**config.mk**
```make
export PLATFORM = sky130hd
export DESIGN_NAME = icache
export DESIGN_NICKNAME = d
export VERILOG_FILES = /design/src/rtl/cpu_types_pkg.sv /design/src/rtl/icache.sv
export SDC_FILE = /design/constraint.sdc
export NUM_CORES = 1
export LEC_CHECK = 0
export CAP_MARGIN = 10
export CORE_MARGIN = 2
export CORE_UTILIZATION = 55
export CTS_CLUSTER_SIZE = 10
export DETAILED_ROUTE_END_ITERATION = 12
export GPL_ROUTABILITY_DRIVEN = 0
export GPL_TIMING_DRIVEN = 0
export PLACE_DENSITY = 0.77
export SYNTH_ARGS = -nofsm -noshare
export SYNTH_HDL_FRONTEND = slang
export SYNTH_SLANG_ARGS = --single-unit
```
**constraint.sdc**
```tcl
create_clock -name CLK -period 8.1 [get_ports CLK]
set_input_delay 2.43 -clock CLK [delete_from_list [all_inputs] [get_ports CLK]]
set_output_delay 2.43 -clock CLK [all_outputs]
set_load 0.02 [all_outputs]
```
**src/rtl/cpu_types_pkg.sv**
```systemverilog
// Shared CPU types: 32-bit word, instruction-cache address field widths,
// frame record and cache controller states.
package cpu_types_pkg;

   typedef logic [31:0] word_t;

   localparam int IBYT_W = 2;
   localparam int IIDX_W = 4;
   localparam int ITAG_W = 32 - IIDX_W - IBYT_W;

   typedef struct packed {
      logic              valid;
      logic [ITAG_W-1:0] tag;
      word_t             data;
   } icachef_t;

   typedef enum logic {
      IDLE = 1'b0,
      FILL = 1'b1
   } icache_state_t;

endpackage

```
**src/rtl/icache.sv**
```systemverilog
// Direct-mapped, one-word-per-frame instruction cache with a blocking
// single-word refill and saturating hit/miss counters.
module icache
   import cpu_types_pkg::*;
#(
   parameter int NSETS = 16,
   parameter int TAGW  = 26
) (
   input  logic  CLK,
   input  logic  nRST,
   input  logic  imemREN,
   input  word_t imemaddr,
   output logic  ihit,
   output word_t imemload,
   output logic  iREN,
   output word_t iaddr,
   input  logic  iwait,
   input  word_t iload,
   output word_t hitcnt,
   output word_t misscnt
);

   localparam int    IDXW    = $clog2(NSETS);
   localparam word_t CNT_MAX = 32'hFFFF_FFFF;

   icachef_t      frames_r [NSETS];
   icache_state_t state_r;
   icache_state_t next_state_s;
   word_t         miss_addr_r;
   word_t         hitcnt_r;
   word_t         misscnt_r;

   logic [IDXW-1:0] idx_s;
   logic [TAGW-1:0] tag_s;
   logic [IDXW-1:0] fill_idx_s;
   logic            hit_s;
   logic            miss_start_s;
   logic            fill_done_s;
   logic            unused_s;

   assign idx_s      = imemaddr[IDXW+1:2];
   assign tag_s      = imemaddr[31 -: TAGW];
   assign fill_idx_s = miss_addr_r[IDXW+1:2];
   assign hit_s      = frames_r[idx_s].valid && (frames_r[idx_s].tag == tag_s);
   // Byte offsets never select anything in a word-wide frame.
   assign unused_s   = ^{imemaddr[1:0], miss_addr_r[1:0]};

   assign hitcnt  = hitcnt_r;
   assign misscnt = misscnt_r;

   // Lookup and fill control; hit data must reach the datapath in the same cycle.
   always_comb begin
      next_state_s = state_r;
      ihit         = 1'b0;
      imemload     = '0;
      iREN         = 1'b0;
      iaddr        = '0;
      miss_start_s = 1'b0;
      fill_done_s  = 1'b0;
      case (state_r)
         IDLE: begin
            if (imemREN && hit_s) begin
               ihit     = 1'b1;
               imemload = frames_r[idx_s].data;
            end else if (imemREN) begin
               miss_start_s = 1'b1;
               next_state_s = FILL;
            end else begin
               next_state_s = IDLE;
            end
         end
         FILL: begin
            // The fill always targets the latched address, even if the datapath redirected.
            iREN  = 1'b1;
            iaddr = {miss_addr_r[31:2], 2'b00};
            if (!iwait) begin
               fill_done_s  = 1'b1;
               next_state_s = IDLE;
            end else begin
               next_state_s = FILL;
            end
         end
         default: begin
            next_state_s = IDLE;
         end
      endcase
   end

   // Controller state register.
   always_ff @(posedge CLK or negedge nRST) begin
      if (!nRST) begin
         state_r <= IDLE;
      end else begin
         state_r <= next_state_s;
      end
   end

   // Miss address captured on the IDLE->FILL transition.
   always_ff @(posedge CLK or negedge nRST) begin
      if (!nRST) begin
         miss_addr_r <= '0;
      end else if (miss_start_s) begin
         miss_addr_r <= imemaddr;
      end
   end

   // Frame array; a completed fill overwrites its frame unconditionally.
   always_ff @(posedge CLK or negedge nRST) begin
      if (!nRST) begin
         for (int i = 0; i < NSETS; i++) begin
            frames_r[i] <= '0;
         end
      end else if (fill_done_s) begin
         frames_r[fill_idx_s] <= '{valid: 1'b1, tag: miss_addr_r[31 -: TAGW], data: iload};
      end
   end

   // Saturating performance counters.
   always_ff @(posedge CLK or negedge nRST) begin
      if (!nRST) begin
         hitcnt_r  <= '0;
         misscnt_r <= '0;
      end else begin
         if (ihit && (hitcnt_r != CNT_MAX)) begin
            hitcnt_r <= hitcnt_r + 32'd1;
         end
         if (miss_start_s && (misscnt_r != CNT_MAX)) begin
            misscnt_r <= misscnt_r + 32'd1;
         end
      end
   end

endmodule
```
==> results of run 1 <==
placed cells by master (no fill, tap or decap), types with 8 or more instances in the layout:
cell	count
a21oi_1	11
a221oi_1	10
a22oi_1	26
and2_1	37
and3_1	33
buf_1	66
buf_12	12
buf_16	18
buf_2	14
buf_4	70
buf_6	15
clkbuf_1	116
clkbuf_16	126
clkbuf_2	15
clkdlybuf4s15_2	8
clkdlybuf4s50_1	155
dfrtp_1	1039
inv_1	12
mux2_2	972
mux2i_1	79
mux4_2	225
nand2_1	47
nand2b_1	19
nand3_1	36
nand4_1	22
nor2_1	22
nor2b_1	27
nor2b_2	10
nor2b_4	12
nor3_1	22
o221ai_1	8
or2_2	13
xnor2_1	41
xor2_1	25
layout make-up:
type / count / share of cell area, %
Sequential cell: 1039 / 46.8
Multi-Input combinational cell: 1807 / 37.2
Clock buffer: 128 / 5.37
Timing Repair Buffer: 251 / 4.75
Buffer: 253 / 2.94
Tap cell: 1144 / 2.57
Clock inverter: 12 / 0.304
Inverter: 13 / 0.0945
Antenna cell: 2 / 0.00900
power by group through the flow:
stage          logic [uW]  clock network, uW  registers, uW
2_1_floorplan        3270                  0           8000
6_report             4430               4600           8390
5_1_grt              4720               4860           8590
3_3_place_gp         4030                  0           8300
3_5_place_dp         4270                  0           8410
4_1_cts              4370               4640           8340
path summary, 6_finish.rpt:
| check | depth (start not counted) | slack (ns) | startpoint | end |
|---|---|---|---|---|
| max | 16 | -0.01 | imemaddr[4] | imemload[11] |
| min | 1 | 0.47 | frames_r[766] | frames_r[766] |
| max reg2reg | 5 | 3.89 | state_r | frames_r[227] |
| min reg2reg | 1 | 0.47 | frames_r[766] | frames_r[766] |
| max in group asynchronous | 4 | 4.03 | nRST | frames_r[496] |
| min in group asynchronous | 1 | 1.76 | nRST | miss_addr_r[19] |
what timing repair did:
| action | in CTS | in global routing |
|---|---|---|
| pin swaps | 13 | 29 |
| setup buffers | 25 | 18 |
| gates cloned | 3 | 4 |
| setup endpoints to repair | 33 | 33 |
| gates resized for setup | 342 | 58 |
stage by stage:
| stage | worst slack (ns) | util (%) | instance area, sq um |
|---|---|---|---|
| 2_1_floorplan | 0.423 | - | 47500 |
| 4_1_cts | 0.00825 | 64.5 | 55100 |
| 3_3_place_gp | -38.31 | 59.6 | 50900 |
| 6_report | -0.0119 | 65.1 | 55600 |
| 3_5_place_dp | -3.19 | 59.8 | 51100 |
| 5_1_grt | -0.0169 | 65.1 | 55600 |
cell families after synthesis:
kind of cell               after synthesis  synth area share (%)
adders and majority gates                2                0.0527
xor gates and xnor gates                74                  1.36
DFF                                   1039                  54.7
buffers and inverters                  271                  2.43
and+or+nand+nor                        342                  4.15
AOI/OAI and AO/OA                      107                  1.74
muxes                                 1280                  35.5
other                                    1               0.00789
per-layer routing:
metal / vias to the layer above / wire, microns
met5: - / 25
met4: 4 / 5480
met3: 349 / 10800
met2: 1256 / 66100
met1: 15900 / 52200
li1: 12200 / -
critical path, delay by kind of cell:
kind,cells,cell delay (ns)
simple gates,3,0.45
buf+inv,9,1.48
compound gates,2,0.34
mux,1,0.55
xor+xnor,1,0.38
sequential cells by signal (all words and copies together), names as in the netlist:
signal and flops:
frames_r 944, hitcnt 32, miss_addr_r 30, misscnt 32, state_r 1
Yosys cell counts (all sizes together), types with 11 or more instances:
master	number
xnor2	47
clkbuf	136
and3	33
xor2	27
inv	13
mux2i	80
nor3	22
nand2	51
nand4	22
a22oi	30
nor2b	49
buf	122
mux4	227
nand3	38
nand2b	19
a221oi	15
mux2	973
a21oi	11
or2	13
and2	40
nor2	23
dfrtp	1039
==> impl_metrics.toml, run 1 <==
[clock_network]
postCtsHoldBufs = 0
cts.sinks = 1039
clk-insertion-delay-late_ns = 0.71
cts_buffers = 116
cts_tree = "yes"
htree_levels = 3
path_clk_slew_ns = 0.06
cts_buffer_depth = 3
cts_root_buf = "clkbuf_16"

[grt]
grt_max_degree = 136
grt_use_total_pct = 30.3
top_usage_layer = "met2"
grt.overflow.total = 0
grt_use_met3_pct = 7.45
grt_pass1_vias = 32200
grt_util_met2_pct = 49.5
antenna_found_initial = 4
met1_usage_pct = 38.8
grt_pass1_wl_mm = 201

[placed_design]
placed_cells = 4462
hpwl_mm = 88.5
port_buffers = 193

[pwr]
p_clk_share_pct = 26.4
switching_power_uw = 4840
ir_drop_mv = 0.225
p_int_uw = 12600
power_frac_comb_pct = 25.4
p_sw_share_pct = 27.8
pwr-share-seq_pct = 48.2
p_leak_uw = 0.0250
total_power_uw = 17400
power.density_nw_per_um2 = 313

[route]
ant_nets = 0
avgRoutedWirePerCell_microns = 28.9
viasPerCell = 6.39
dr.pass1.iters = 12
vias = 29700
drt-total-wl_mm = 135
drc = 2
drt_iter0_markers = 2700

[timing]
worst_pin_slew_ns = 1.37
holdWs_ns = 0.465
skew_ns = 0.0398
layout_min_cycle_time_ns = 8.11
setup_violations = 4
setup-tns-final_ns = -0.0316
slew_headroom_pct = 8.04
layout_setup_ws_ns = -0.0119
min_period_over_period_pct = 100
timing.fmax_mhz = 123
hold_viol = 0
slew_viol_final = 0

[die]
ios = 198
start_util_pct = 55.6
core_area_sq_um = 85400
die-area_sq_um = 88700
die_y_microns = 298
die_w_microns = 298
rows = 107

[logic_synthesis]
synth_top_area_share_pct = 54.7
ys_warn_count = 0
async_flop_share_pct = 100
synth-seq-cells = 1039
synth_top_area_cell = "dfrtp_1"
synth.distinct_cells = 67
yosys-top-cells-area = "dfrtp_1, mux2_2, mux4_2, mux2i_1, clkbuf_1"
ys.flop_type = "dfrtp_1"
ys_seq_area_share_pct = 54.7
synthesis.instances = 3116
syn_area_per_cell_sq_um = 15.2
synth_edf_count = 0
synth_area_sq_um = 47500

[worst_hold_path]
hold_class = "flip-flop to flip-flop"

[final_layout]
regArea_sq_um = 26000
synthToLayoutAreaGrowth_pct = 17.0
drive_gt1_share_pct = 45.1
n_fill_cell = 5890
multi_input_area_sq_um = 20700
fin_nets = 3551
stdcell_count = 4649

[worst_setup_path]
crit_path_top_delay_cell = "mux4_2"
required_ns = 5.67
end_kind = "output pin"
start_kind = "primary input"
max_stage_delay_ns = 0.55
critPathArrivalTime_ns = 5.68
worstPathCellList = "buf_6 -> buf_12 -> buf_12 -> buf_4 -> clkinvlp_4 -> mux4_2 -> xnor2_1 -> o211a_1 -> o21ai_0 -> nor3_1 -> nand4_1 -> buf_6 -> buf_12 -> clkbuf_16 -> nor2b_4 -> buf_6"
crit_path_max_fanout = 8
criticalPathCategory = "primary input to output pin"

[status]
status = "complete, but fails checks"
failed_checks = "design-rule violations, negative setup slack"

[run]
maxCapViolCount = 0
Note: power is estimated with default switching activity, not from simulation.
==> run 2, diff against run 1 <==
--- a/config.mk
+++ b/config.mk
@@ -13,6 +13,8 @@
 export GPL_ROUTABILITY_DRIVEN = 0
 export GPL_TIMING_DRIVEN = 0
 export PLACE_DENSITY = 0.77
+export SLEW_MARGIN = 30
 export SYNTH_ARGS = -nofsm -noshare
 export SYNTH_HDL_FRONTEND = slang
 export SYNTH_SLANG_ARGS = --single-unit
+export TNS_END_PERCENT = 30
==> run 2 against run 1 <==
  * Non-clock buffer count decreased by 12
  * First-iteration DRC count decreased by 1.7%
  * Final cell count decreased by 0.30%
  * Register-to-register slack improved by 0.15 ns
  * Critical path type unchanged
  * Via count increased by 0.24%
  * The flow finishes with violations (negative setup slack)
  * Global-route usage decreased by 0.18 points
  * Utilization decreased by 0.31 points
  * Fmax decreased by 1.3%
  * Clock-buffer cell count increased by 3
  * Sequential share of layout area increased by 0.22 points
  * Hold slack got worse by 0.0075 ns
==> impl_metrics.toml, run 2 (synthesis gave the netlist of run 1 again) <==
[timing]
timing.fmax_mhz = 122
setup-tns-final_ns = -2.08
worst_pin_slew_ns = 1.10
holdWs_ns = 0.458
setup_violations = 24
rsz0062_at_grt = "yes"
slew_headroom_pct = 27.0
hold_viol = 0
skew_ns = 0.0438
layout_setup_ws_ns = -0.115
layout_min_cycle_time_ns = 8.22
min_period_over_period_pct = 101
slew_viol_final = 0

[clock_network]
cts_tree = "yes"
cts_root_buf = "clkbuf_16"
htree_levels = 3
cts_buffer_depth = 3
cts.sinks = 1039
clk-insertion-delay-late_ns = 0.71
cts_buffers = 115
path_clk_slew_ns = 0.06

[worst_setup_path]
path_depth = 16
criticalPathCategory = "primary input to output pin"
end_kind = "output pin"
r2r_cells = 8
crit_path_top_delay_cell = "o211ai_1"
required_ns = 5.67
crit_buf_inv = 9
worstPathCellList = "buf_12 -> buf_12 -> buf_16 -> buf_16 -> buf_6 -> mux4_2 -> a21oi_1 -> o211ai_1 -> nand3b_1 -> nor4_4 -> nand4_1 -> buf_6 -> buf_16 -> clkbuf_16 -> nor2b_4 -> buf_6"
r2r_slack_ns = 4.04
crit_family = "buffers and inverters"
critPathArrivalTime_ns = 5.79
max_stage_delay_ns = 0.47
start_kind = "primary input"
crit_path_max_fanout = 8

[run]
maxCapViolCount = 0

[die]
die_y_microns = 298
die_w_microns = 298
rows = 107
core_area_sq_um = 85400
start_util_pct = 55.6
die-area_sq_um = 88700
ios = 198

[pwr]
ir_drop_mv = 0.223
p_sw_share_pct = 27.7
power_frac_comb_pct = 25.3
power.density_nw_per_um2 = 313
p_clk_share_pct = 26.3
p_leak_uw = 0.0249
total_power_uw = 17300
p_int_uw = 12500
switching_power_uw = 4800
pwr-share-seq_pct = 48.4

[worst_hold_path]
hold_class = "flip-flop to flip-flop"
hold_path_depth = 1

[placed_design]
dp_slack_ns = -3.25
port_buffers = 193
hpwl_mm = 88.5

[grt]
grt_use_total_pct = 30.1
antenna_found_initial = 7
grt_max_degree = 140
grt.overflow.total = 0
grt_pass1_vias = 32200
grt_pass1_wl_mm = 200

[route]
drt_iter0_markers = 2655
vias = 29800
dr.pass1.iters = 5
viasPerCell = 6.43
drc = 0
avgRoutedWirePerCell_microns = 28.7
ant_nets = 0
drt-total-wl_mm = 133

[status]
status = "complete, but fails checks"
failed_checks = "negative setup slack"

[final_layout]
fin_util_pct = 64.8
final_cell_mix = "dfrtp_1, mux2_2, mux4_2"
largest_register_ffs = 944
fin_nets = 3538
top_register = "frames_r"
synthToLayoutAreaGrowth_pct = 16.5
final_common_cell = "dfrtp_1"
drive_gt1_share_pct = 45.1
-- run 2: per-stage QoR --
step	instances	area (sq um)
6_report	4635	55300
5_1_grt	4635	55300
4_1_cts	4630	55200
3_5_place_dp	4462	51100
3_3_place_gp	4454	50900
2_1_floorplan	3117	47500
-- run 2: cell type report --
cell class	instances	area (sq um)
diodes	1	2.50
plain buffers	254	1620
clock buffers	131	2960
clock inverters	8	156
fillers	5997	30100
inverters	13	48.8
multi-input cells	1807	20600
flip-flops and latches	1039	26000
well taps	1144	1430
repair buffers	238	2470
-- run 2: final timing paths --
check                              startpoint            end
max in group asynchronous                nRST  frames_r[500]
min in group asynchronous                nRST  frames_r[340]
worst max register to register        state_r  frames_r[168]
worst min register to register  frames_r[884]  frames_r[884]
worst min-delay path            frames_r[884]  frames_r[884]
worst max-delay path              imemaddr[2]   imemload[10]
-- run 2: per-layer routing --
| metal | vias to the layer above | wire length [microns] | global-route usage (%) |
|---|---|---|---|
| met5 | - | 42 | 0 |
| met4 | 6 | 5980 | 12.9 |
| met3 | 347 | 10500 | 6.75 |
| met2 | 1256 | 65200 | 49.2 |
| met1 | 16000 | 51500 | 38.9 |
| li1 | 12100 | - | - |
-- run 2: timing repair --
action | CTS | global route
endpoints found under the setup margin | 33 | 33
pin swaps | 13 | 10
hold buffers | 0 | 0
cloned | 2 | 0
buffers inserted | 31 | 2
resized for setup | 332 | 56
-- run 2: worst register-to-register path, delay by kind of cell (launching register included) --
kind | cells | cell delay (ns)
buffers and inverters | 3 | 1.96
AND/OR/NAND/NOR | 4 | 0.83
multiplexers | 1 | 0.42
flip-flops | 1 | 0.73
-- run 2: power groups by stage --
stage	Combinational [uW]	Clock (uW)	Sequential [uW]
floorplan	3270	0	8000
global placement	4030	0	8300
detailed placement	4270	0	8400
CTS	4380	4610	8330
global route	4680	4820	8580
finish	4390	4560	8390
